===== config.mk =====
export PLATFORM = sky130hd
export DESIGN_NAME = hub75_panel_rx
export DESIGN_NICKNAME = d
export VERILOG_FILES = /design/src/rtl/hub75_pkg.sv /design/src/rtl/hub75_half_capture.sv /design/src/rtl/hub75_panel_rx.sv
export SDC_FILE = /design/constraint.sdc
export NUM_CORES = 1
export LEC_CHECK = 0
export ABC_AREA = 1
export BUFFER_PORTS_ARGS = -buffer_cell sky130_fd_sc_hd__buf_2
export CAP_MARGIN = 20
export CORE_MARGIN = 8
export CORE_UTILIZATION = 30
export CTS_CLUSTER_DIAMETER = 200
export DETAILED_ROUTE_END_ITERATION = 8
export GPL_TIMING_DRIVEN = 0
export PLACE_DENSITY = 0.51
export SKIP_CTS_REPAIR_TIMING = 1
export SYNTH_ARGS = -nofsm -noshare
export SYNTH_HDL_FRONTEND = slang
export SYNTH_SLANG_ARGS = --single-unit

===== constraint.sdc =====
create_clock -name clk -period 1.5 [get_ports clk]
set_input_delay 0.075 -clock clk [delete_from_list [all_inputs] [get_ports clk]]
set_output_delay 0.075 -clock clk [all_outputs]
set_load 0.01 [all_outputs]

===== src/rtl/hub75_pkg.sv =====
`default_nettype none
// ============================================================================
//  Module      : hub75_pkg
//  Description : Shared constants, FSM state encoding and the pixel slice
//                helper for the HUB75 panel receiver.
//  Ports       : none (package)
//  Revision    : 1.0  initial release
// ============================================================================
package hub75_pkg;

    localparam int COLS  = 64;               // pixels per row before a latch
    localparam int ROW_W = 4;                // {D,C,B,A}
    localparam int PIX_W = 3;                // {R,G,B}

    localparam int CNT_W = 7;                // sample counter, saturates at 127
    localparam int IDX_W = $clog2(COLS);     // capture slot index width

    localparam logic [CNT_W-1:0] CNT_COLS = CNT_W'(COLS);
    localparam logic [CNT_W-1:0] CNT_MAX  = {CNT_W{1'b1}};

    localparam logic [1:0] IDLE  = 2'd0;
    localparam logic [1:0] SHIFT = 2'd1;
    localparam logic [1:0] LATCH = 2'd2;

    // LSB position of pixel k inside a packed row bus.
    function automatic int pix_slice(input int k);
        return k * PIX_W;
    endfunction

endpackage : hub75_pkg
`default_nettype wire


===== src/rtl/hub75_half_capture.sv =====
`default_nettype none
// ============================================================================
//  Module      : hub75_half_capture
//  Description : One half-panel row capture buffer. Each pixel slot has its
//                own write enable decoded from wr_idx, so the k-th sample of
//                a row always lands in slot k regardless of pauses.
//  Ports       : clk, rst_n  - clock, async active-low reset
//                wr_en       - write rgb into slot wr_idx this cycle
//                wr_idx      - target slot
//                rgb         - {R,G,B} sample
//                clr         - clear every slot (takes priority over wr_en)
//                capture     - packed row, pixel k at [k*PIX_W +: PIX_W]
//  Revision    : 1.0  initial release
// ============================================================================
module hub75_half_capture
    import hub75_pkg::*;
(
    input  logic                  clk,
    input  logic                  rst_n,
    input  logic                  wr_en,
    input  logic [IDX_W-1:0]      wr_idx,
    input  logic [PIX_W-1:0]      rgb,
    input  logic                  clr,
    output logic [COLS*PIX_W-1:0] capture
);

    genvar k;
    generate
        for (k = 0; k < COLS; k++) begin : g_pix
            logic [PIX_W-1:0] r_pix;

            always_ff @(posedge clk or negedge rst_n) begin
                if (!rst_n) begin
                    r_pix <= '0;
                end else if (clr) begin
                    r_pix <= '0;
                end else if (wr_en && (wr_idx == IDX_W'(k))) begin
                    r_pix <= rgb;
                end
            end

            assign capture[pix_slice(k) +: PIX_W] = r_pix;
        end
    endgenerate

endmodule : hub75_half_capture
`default_nettype wire


===== src/rtl/hub75_panel_rx.sv =====
`default_nettype none
// ============================================================================
//  Module      : hub75_panel_rx
//  Description : Receiving end of a HUB75 LED matrix link. Samples the upper
//                and lower RGB streams while OE is high, and on each LAT
//                rising edge publishes both captured rows, the row address,
//                the sample count, a sticky row-length error and a
//                frame-done pulse on the last row address.
//  Ports       : clk, rst_n          - clock, async active-low reset
//                A,B,C,D             - row address, D is MSB
//                R0,G0,B0 / R1,G1,B1 - upper / lower pixel data
//                OE                  - high = shifting phase
//                LAT                 - latch strobe
//                row_valid           - 1-cycle pulse, row_* updated
//                row_addr            - {D,C,B,A} sampled at the latch
//                row_top / row_bot   - captured rows, pixel k at [k*3 +: 3]
//                pix_count           - samples taken for the latched row
//                len_err             - sticky, a row had pix_count != COLS
//                frame_done          - pulse on a latch of the last row
//  Revision    : 1.0  initial release
// ============================================================================
module hub75_panel_rx
    import hub75_pkg::*;
(
    input  logic                  clk,
    input  logic                  rst_n,
    input  logic                  A,
    input  logic                  B,
    input  logic                  C,
    input  logic                  D,
    input  logic                  R0,
    input  logic                  G0,
    input  logic                  B0,
    input  logic                  R1,
    input  logic                  G1,
    input  logic                  B1,
    input  logic                  OE,
    input  logic                  LAT,
    output logic                  row_valid,
    output logic [ROW_W-1:0]      row_addr,
    output logic [COLS*PIX_W-1:0] row_top,
    output logic [COLS*PIX_W-1:0] row_bot,
    output logic [CNT_W-1:0]      pix_count,
    output logic                  len_err,
    output logic                  frame_done
);

    logic [1:0]            r_state;
    logic                  r_latQ;
    logic [CNT_W-1:0]      r_cnt;
    logic                  r_rowValid;
    logic [ROW_W-1:0]      r_rowAddr;
    logic [COLS*PIX_W-1:0] r_rowTop;
    logic [COLS*PIX_W-1:0] r_rowBot;
    logic [CNT_W-1:0]      r_pixCount;
    logic                  r_lenErr;
    logic                  r_frameDone;

    logic                  w_latRise;
    logic                  w_sample;
    logic                  w_wrEn;
    logic [ROW_W-1:0]      w_addr;
    logic [COLS*PIX_W-1:0] w_capTop;
    logic [COLS*PIX_W-1:0] w_capBot;

    // Only the rising edge of LAT latches; a long LAT pulse gives one row.
    assign w_latRise = LAT & ~r_latQ;
    // A cycle with LAT high is never a pixel, which also gives the latch
    // priority over a sample arriving in the same cycle.
    assign w_sample  = OE & ~LAT;
    // Samples past the end of the row are counted but not stored.
    assign w_wrEn    = w_sample & (r_cnt < CNT_COLS);
    assign w_addr    = {D, C, B, A};

    hub75_half_capture u_capTop (
        .clk     (clk),
        .rst_n   (rst_n),
        .wr_en   (w_wrEn),
        .wr_idx  (r_cnt[IDX_W-1:0]),
        .rgb     ({R0, G0, B0}),
        .clr     (w_latRise),
        .capture (w_capTop)
    );

    hub75_half_capture u_capBot (
        .clk     (clk),
        .rst_n   (rst_n),
        .wr_en   (w_wrEn),
        .wr_idx  (r_cnt[IDX_W-1:0]),
        .rgb     ({R1, G1, B1}),
        .clr     (w_latRise),
        .capture (w_capBot)
    );

    always_ff @(posedge clk or negedge rst_n) begin
        if (!rst_n) begin
            r_state     <= IDLE;
            r_latQ      <= 1'b0;
            r_cnt       <= '0;
            r_rowValid  <= 1'b0;
            r_rowAddr   <= '0;
            r_rowTop    <= '0;
            r_rowBot    <= '0;
            r_pixCount  <= '0;
            r_lenErr    <= 1'b0;
            r_frameDone <= 1'b0;
        end else begin
            r_latQ      <= LAT;
            r_rowValid  <= w_latRise;
            r_frameDone <= w_latRise & (&w_addr);

            if (w_latRise) begin
                r_rowTop   <= w_capTop;
                r_rowBot   <= w_capBot;
                r_rowAddr  <= w_addr;
                r_pixCount <= r_cnt;
                r_cnt      <= '0;
                if (r_cnt != CNT_COLS) begin
                    r_lenErr <= 1'b1;
                end
            end else if (w_sample && (r_cnt != CNT_MAX)) begin
                r_cnt <= r_cnt + 1'b1;
            end

            case (r_state)
                IDLE: begin
                    if (w_latRise) begin
                        r_state <= LATCH;
                    end else if (w_sample) begin
                        r_state <= SHIFT;
                    end
                end
                SHIFT: begin
                    // Dropping OE pauses the row; the count is kept.
                    if (w_latRise) begin
                        r_state <= LATCH;
                    end else if (!OE && !LAT) begin
                        r_state <= IDLE;
                    end
                end
                LATCH: begin
                    r_state <= w_sample ? SHIFT : IDLE;
                end
                default: begin
                    r_state <= IDLE;
                end
            endcase
        end
    end

    assign row_valid  = r_rowValid;
    assign row_addr   = r_rowAddr;
    assign row_top    = r_rowTop;
    assign row_bot    = r_rowBot;
    assign pix_count  = r_pixCount;
    assign len_err    = r_lenErr;
    assign frame_done = r_frameDone;

endmodule : hub75_panel_rx
`default_nettype wire


==> flow_summary.json, run 1 <==
{
  "run_status": "finished, violations left",
  "violations": "negative hold slack, negative setup slack",
  "power_frac_seq_pct": 45.2,
  "drv_slew": 0,
  "vias": 26600,
  "vias_per_cell": 4.77,
  "crit_fanout": 5,
  "hpwl_um": 90900,
  "fin_area_sq_um": 41600,
  "cts_root_buffer": "clkbuf_16",
  "synth_compound_area_share_pct": 1.25,
  "avgSynthCellArea_sq_um": 8.79,
  "synth_nets": 3525,
  "layout_commonest_cell": "nand2_1",
  "critPathCaptureType": "register",
  "first_pass_iters": 6,
  "min_period_ns": 1.74,
  "relSlewSlack_pct": 48.6,
  "max_stage_delay_ns": 0.47,
  "crit_type": "reg -> reg",
  "synth_area_sq_um": 30800,
  "drive_gt1_share_pct": 26.3,
  "clock_latency_ns": 0.65,
  "finalNonFillerCells": 5574,
  "p_comb_share_pct": 8.2,
  "die_area_sq_um": 113000,
  "initial_utilization_pct": 30.2,
  "leakage_uw": 0.0236,
  "cts_max_path_buffers": 3,
  "synth_mux_area_share_pct": 0,
  "layout_common_cells": "1,818 x nand2_1, 786 x dfrtp_1, 430 x buf_2",
  "syn-instance-count": 3507,
  "nets": 4158,
  "p_sw_share_pct": 24.9,
  "cap_viol_max_count": 0,
  "synth-simple-area-share_pct": 31.3,
  "yosysWarnings": 0,
  "worstMarginPinSlew_ns": 0.772,
  "num_rows": 117,
  "port_buffers": 411,
  "cts_tree": "yes",
  "switchingPower_uw": 12100,
  "clock_power_share_pct": 46.6,
  "die_h_um": 336,
  "slowest_stage": "dfrtp_2",
  "overflow": 0,
  "synth.distinct_cells": 21,
  "ios": 412,
  "core-area_sq_um": 102000,
  "cp.arrival_ns": 2.28,
  "pre_cts_ws_ns": -1.23,
  "skew_ns": 0.0306,
  "antenna_found_initial": 3,
  "clkSinkCount": 790,
  "crit_chain": "buf_6, ha_4, inv_2, nor2_4, buf_12, nand4_1, buf_6, buf_6, nand3_2, nand2_1",
  "period_share_pct": 116,
  "first_global_vias": 25600,
  "track_usage_pct": 21.5,
  "dp_cells": 5295,
  "htreeDepth": 3,
  "fmax_mhz": 575,
  "cp-start-kind": "register",
  "synth_top_family_by_area": "simple AND/OR/NAND/NOR gates",
  "setup_ws_ns": -0.238,
  "synth-xor-area-share_pct": 0,
  "routed_wirelength_um": 128000,
  "holdWs_ns": -0.554,
  "routedWlPerCell_um": 23.0,
  "yosysSeqAreaShare_pct": 64.2,
  "synthAdderAreaFrac_pct": 0.162,
  "dpl_cell_area_sq_um": 34800,
  "cts_made_buffers": 90,
  "setup-tns-final_ns": -46.14,
  "cp.required_ns": 2.04,
  "ir_drop_uv": 757,
  "hold_path.class": "in -> async",
  "finalSetupViolCount": 635,
  "rsz0062_at_grt": "true",
  "drt_iter0_drc": 2200,
  "area_growth_pct": 35.1,
  "post-route-drc-count": 0,
  "ys_ff_latch": 790,
  "antenna_left": 0,
  "cpMostUsedCell": "buf_6",
  "grt_max_degree": 118,
  "gp_congestion": 0.820,
  "die_w_um": 336,
  "power.internal_uw": 36400,
  "clk_pin_slew_ns": 0.06,
  "grt_pass1_wl_um": 180000,
  "power.density_nw_per_um2": 1170,
  "hold_viol": 159
}
==> power by group through the flow <==
stage / Combinational (uW) / Clock [uW] / Sequential, uW
after global routing: 4230 / 23900 / 21900
after CTS: 2960 / 23100 / 21900
final: 3960 / 22600 / 21900
after floorplan: 1080 / 0 / 22300
after detailed placement: 2950 / 0 / 22300
after global placement: 2870 / 0 / 22300
==> synthesized netlist by cell type <==
master | count | area [sq um]
nor4_1 | 1 | 6.26
inv_2 | 22 | 82.6
a21oi_1 | 1 | 5.00
buf_2 | 59 | 295
o21ai_0 | 33 | 165
nor3_1 | 1 | 5.00
dfrtp_1 | 790 | 19800
o21bai_1 | 2 | 15.0
nand2_2 | 7 | 43.8
nor2_2 | 37 | 231
or2_2 | 1 | 6.26
nand4_1 | 5 | 31.3
nor2_1 | 44 | 165
buf_1 | 47 | 176
nand2_1 | 1914 | 7180
o21ai_1 | 40 | 200
buf_4 | 4 | 30.0
inv_1 | 29 | 109
clkbuf_1 | 75 | 282
ha_1 | 4 | 50.1
nand3_1 | 391 | 1960
==> area by class of cell <==
class / count / area, sq um
fill: 10300 / 60300
sequential: 790 / 19800
multi-input combinational: 2482 / 11400
timing repair buffer: 539 / 3690
clock buffer: 138 / 2810
buffer: 185 / 1730
tap: 1368 / 1710
inverter: 51 / 315
clock inverter: 19 / 220
timing repair inverter: 1 / 8.76
antenna: 1 / 2.50
==> registers in the layout (all words and copies together) (netlist names) <==
signal                cells
row_bot                 192
row_top                 192
u_capBot.g_pix.r_pix    192
u_capTop.g_pix.r_pix    192
pix_count                 7
r_cnt                     7
row_addr                  4
frame_done                1
len_err                   1
r_latQ                    1
row_valid                 1
==> cell families after synthesis <==
| logic type | count (synthesis) |
|---|---|
| adders and majority gates | 4 |
| AOI/OAI and AO/OA | 76 |
| and+or+nand+nor | 2401 |
| buffers and inverters | 236 |
| DFF | 790 |
==> through the flow <==
stage | total power (uW) | hold WS, ns | util, %
3_5_place_dp | 25200 | 0.130 | 34.2
2_1_floorplan | 23400 | -0.221 | -
5_1_grt | 50100 | -0.519 | 40.8
6_report | 48500 | -0.554 | 40.8
3_3_place_gp | 25200 | 0.211 | 33.9
4_1_cts | 47900 | -0.561 | 37.2
==> routing by layer <==
layer	vias up	wire, um	GRT usage, %	part of all wire [%]
li1	12300	-	-	-
met1	13300	56200	29.8	44
met2	914	58300	34.1	45
met3	159	9930	4.93	7.8
met4	0	3680	5.43	2.9
met5	-	0	0	0
==> path summary, 6_finish.rpt <==
kind                                   from                           to  slack (ns)  cells after the start
max in group asynchronous             rst_n                 row_top[103]        0.25                      4
worst min register to register  row_bot[81]                  row_bot[81]        0.46                      2
worst max-delay path               r_cnt[0]  u_capBot.g_pix[29].r_pix[0]       -0.24                     10
min in group clk                         OE                     r_cnt[0]           0                      5
worst max register to register     r_cnt[0]  u_capBot.g_pix[29].r_pix[0]       -0.24                     10
worst min-delay path                  rst_n                  row_top[93]       -0.55                      1
==> worst max-delay path, delay by kind of cell (launching register included) <==
family / cells / cell delay (ns)
adder cells (fa/ha/maj): 1 / 0.21
AND/OR/NAND/NOR: 4 / 0.30
flip-flops: 1 / 0.47
buffers and inverters: 5 / 0.63
Power figures use the tool's default switching activity.
==> run 2: changes to the inputs <==
- HOLD_SLACK_MARGIN: default -> 0.1
- PLACE_DENSITY: 0.51 -> default
- PLACE_DENSITY_LB_ADDON: default -> 0.25
- clock period: 1.5 -> 1.6 ns (I/O delays scaled with it)
==> run 2 against run 1 <==
The run still ends with negative hold slack, negative setup slack left. Die area unchanged. Register-to-register slack improved by 0.10 ns. Routed wire length increased by 0.48%. Highest routed layer unchanged. Largest power group unchanged. Via count increased by 0.26%. Largest cell class unchanged. Critical path depth decreased by 3. Design area increased by 1.2%. Critical path type unchanged. Combinational power decreased by 5%. Final cell count increased by 0.47%. Clock skew decreased by 0.0012 ns.
==> flow_summary.json, run 2 (same netlist as run 1, synthesis figures left out) <==
{
  "area_growth_pct": 36.7,
  "dp_cells": 5296,
  "rr_startpoint": "r_cnt[3]",
  "multi_input_area_sq_um": 11400,
  "crit_fanout": 10,
  "critPathTopFamily": "simple AND/OR/NAND/NOR gates",
  "switchingPower_uw": 11400,
  "rsz0062_at_grt": "true",
  "hold_path.class": "in -> async",
  "max_stage_delay_ns": 0.47,
  "hold_viol": 161,
  "routed_wirelength_um": 129000,
  "clkSinkCount": 790,
  "crit_type": "reg -> reg",
  "run_status": "finished, violations left",
  "violations": "negative hold slack, negative setup slack",
  "holdWs_ns": -0.506,
  "core-area_sq_um": 102000,
  "endpoint": "u_capTop.g_pix[19].r_pix[2]",
  "cap_viol_max_count": 0,
  "routedWlPerCell_um": 23.0,
  "cp_num_buf_inv": 1,
  "first_pass_iters": 6,
  "antenna_left": 0,
  "die_w_um": 336,
  "htreeDepth": 3,
  "crit_cells": 7,
  "crit_start": "r_cnt[3]",
  "clk_pin_slew_ns": 0.06,
  "drv_slew": 0,
  "layout_common_cells": "1,787 x nand2_1, 786 x dfrtp_1, 439 x buf_2",
  "dpl_cell_area_sq_um": 34800,
  "min_period_ns": 1.74,
  "clock_power_share_pct": 46.7,
  "worstMarginPinSlew_ns": 0.634,
  "fin_area_sq_um": 42100,
  "fillers": 10200,
  "hpwl_um": 90900,
  "cts_tree": "yes",
  "port_buffers": 411,
  "setup_ws_ns": -0.136,
  "power_frac_seq_pct": 45.0,
  "grt_max_degree": 118,
  "power.density_nw_per_um2": 1080,
  "drt_iter0_drc": 2263,
  "vias_per_cell": 4.76,
  "num_rows": 117,
  "rr_worst_depth": 7,
  "overflow": 0,
  "die_h_um": 336,
  "period_share_pct": 109,
  "clock_latency_ns": 0.65,
  "vias": 26700,
  "initial_utilization_pct": 30.2,
  "cts_root_buffer": "clkbuf_16",
  "cts_made_buffers": 90,
  "fin_util_pct": 41.3,
  "nets": 4178,
  "cp.required_ns": 2.10,
  "skew_ns": 0.0294,
  "antenna_found_initial": 3,
  "pre_cts_ws_ns": -1.38,
  "layout_commonest_cell": "nand2_1",
  "gp_congestion": 0.816,
  "leakage_uw": 0.0239,
  "critPathCaptureType": "register",
  "first_global_vias": 25600,
  "finalNonFillerCells": 5600,
  "track_usage_pct": 21.5,
  "p_comb_share_pct": 8.3,
  "post-route-drc-count": 0,
  "power.internal_uw": 34300,
  "fmax_mhz": 576,
  "cp-start-kind": "register",
  "ios": 412,
  "slowest_stage": "dfrtp_2",
  "r2r_end": "u_capTop.g_pix[19].r_pix[2]",
  "relSlewSlack_pct": 57.7,
  "ir_drop_uv": 774,
  "cp.arrival_ns": 2.24,
  "regArea_sq_um": 19800,
  "grt_pass1_wl_um": 179000,
  "p_sw_share_pct": 24.9,
  "crit_chain": "nor2_4, nand2_4, nor2_1, nand2_1, clkbuf_2, nand3_1, o21ai_0",
  "die_area_sq_um": 113000,
  "cts_max_path_buffers": 3,
  "finalSetupViolCount": 475,
  "reg2reg_slack_ns": -0.14,
  "drive_gt1_share_pct": 26.8
}
==> run 2: cell count changes in the layout (fill, tap and decap cells not counted), sizes merged <==
cell | previous run | this run
buf | 637 | 652
bufinv | 4 | 8
clkbuf | 215 | 213
clkinv | 13 | 22
clkinvlp | 9 | 7
diode | 1 | 4
dlygate4sd3 | 10 | 12
inv | 45 | 42
==> run 2: worst min-delay path by stage <==
stage                      from                          end  slack (ns)  depth (start not counted)
after floorplan           rst_n                   frame_done       -0.22                          0
after global placement      LAT                       r_latQ        0.21                          1
after detailed placement  rst_n                  row_top[62]        0.17                          2
after CTS                 rst_n  u_capTop.g_pix[20].r_pix[1]       -0.52                          2
after global routing      rst_n                  row_top[61]       -0.49                          2
final                     rst_n                  row_top[62]       -0.51                          2
==> run 2: metal layers <==
layer,up-vias,wire length (um),track usage (%)
met5,-,0,0
met4,0,3780,7.00
met3,162,9790,5.23
met2,859,59600,33.7
met1,13300,55500,29.2
li1,12300,-,-
==> run 2: per-stage QoR <==
stage,total power (uW),TNS (ns)
after floorplan,21900,0
after global placement,23600,-
after detailed placement,23700,-813.77
after CTS,45000,-647.16
after global routing,47100,-63.78
final,45600,-19.78
==> run 2: layout make-up <==
cell class | instances | area share [%]
multi-input cells | 2482 | 27.0
flip-flops and latches | 790 | 46.9
inverters | 51 | 0.772
diodes | 4 | 0.0238
clock buffers | 133 | 6.31
clock inverters | 27 | 0.856
repair buffers | 559 | 9.76
repair inverters | 1 | 0.0267
plain buffers | 185 | 4.27
well taps | 1368 | 4.06
==> run 2: power groups by stage <==
stage	Combinational [uW]	Clock, uW	Sequential [uW]
final	3770	21300	20500
after detailed placement	2770	0	20900
after global routing	4030	22500	20600
after floorplan	1010	0	20900
after CTS	2780	21700	20500
after global placement	2690	0	20900
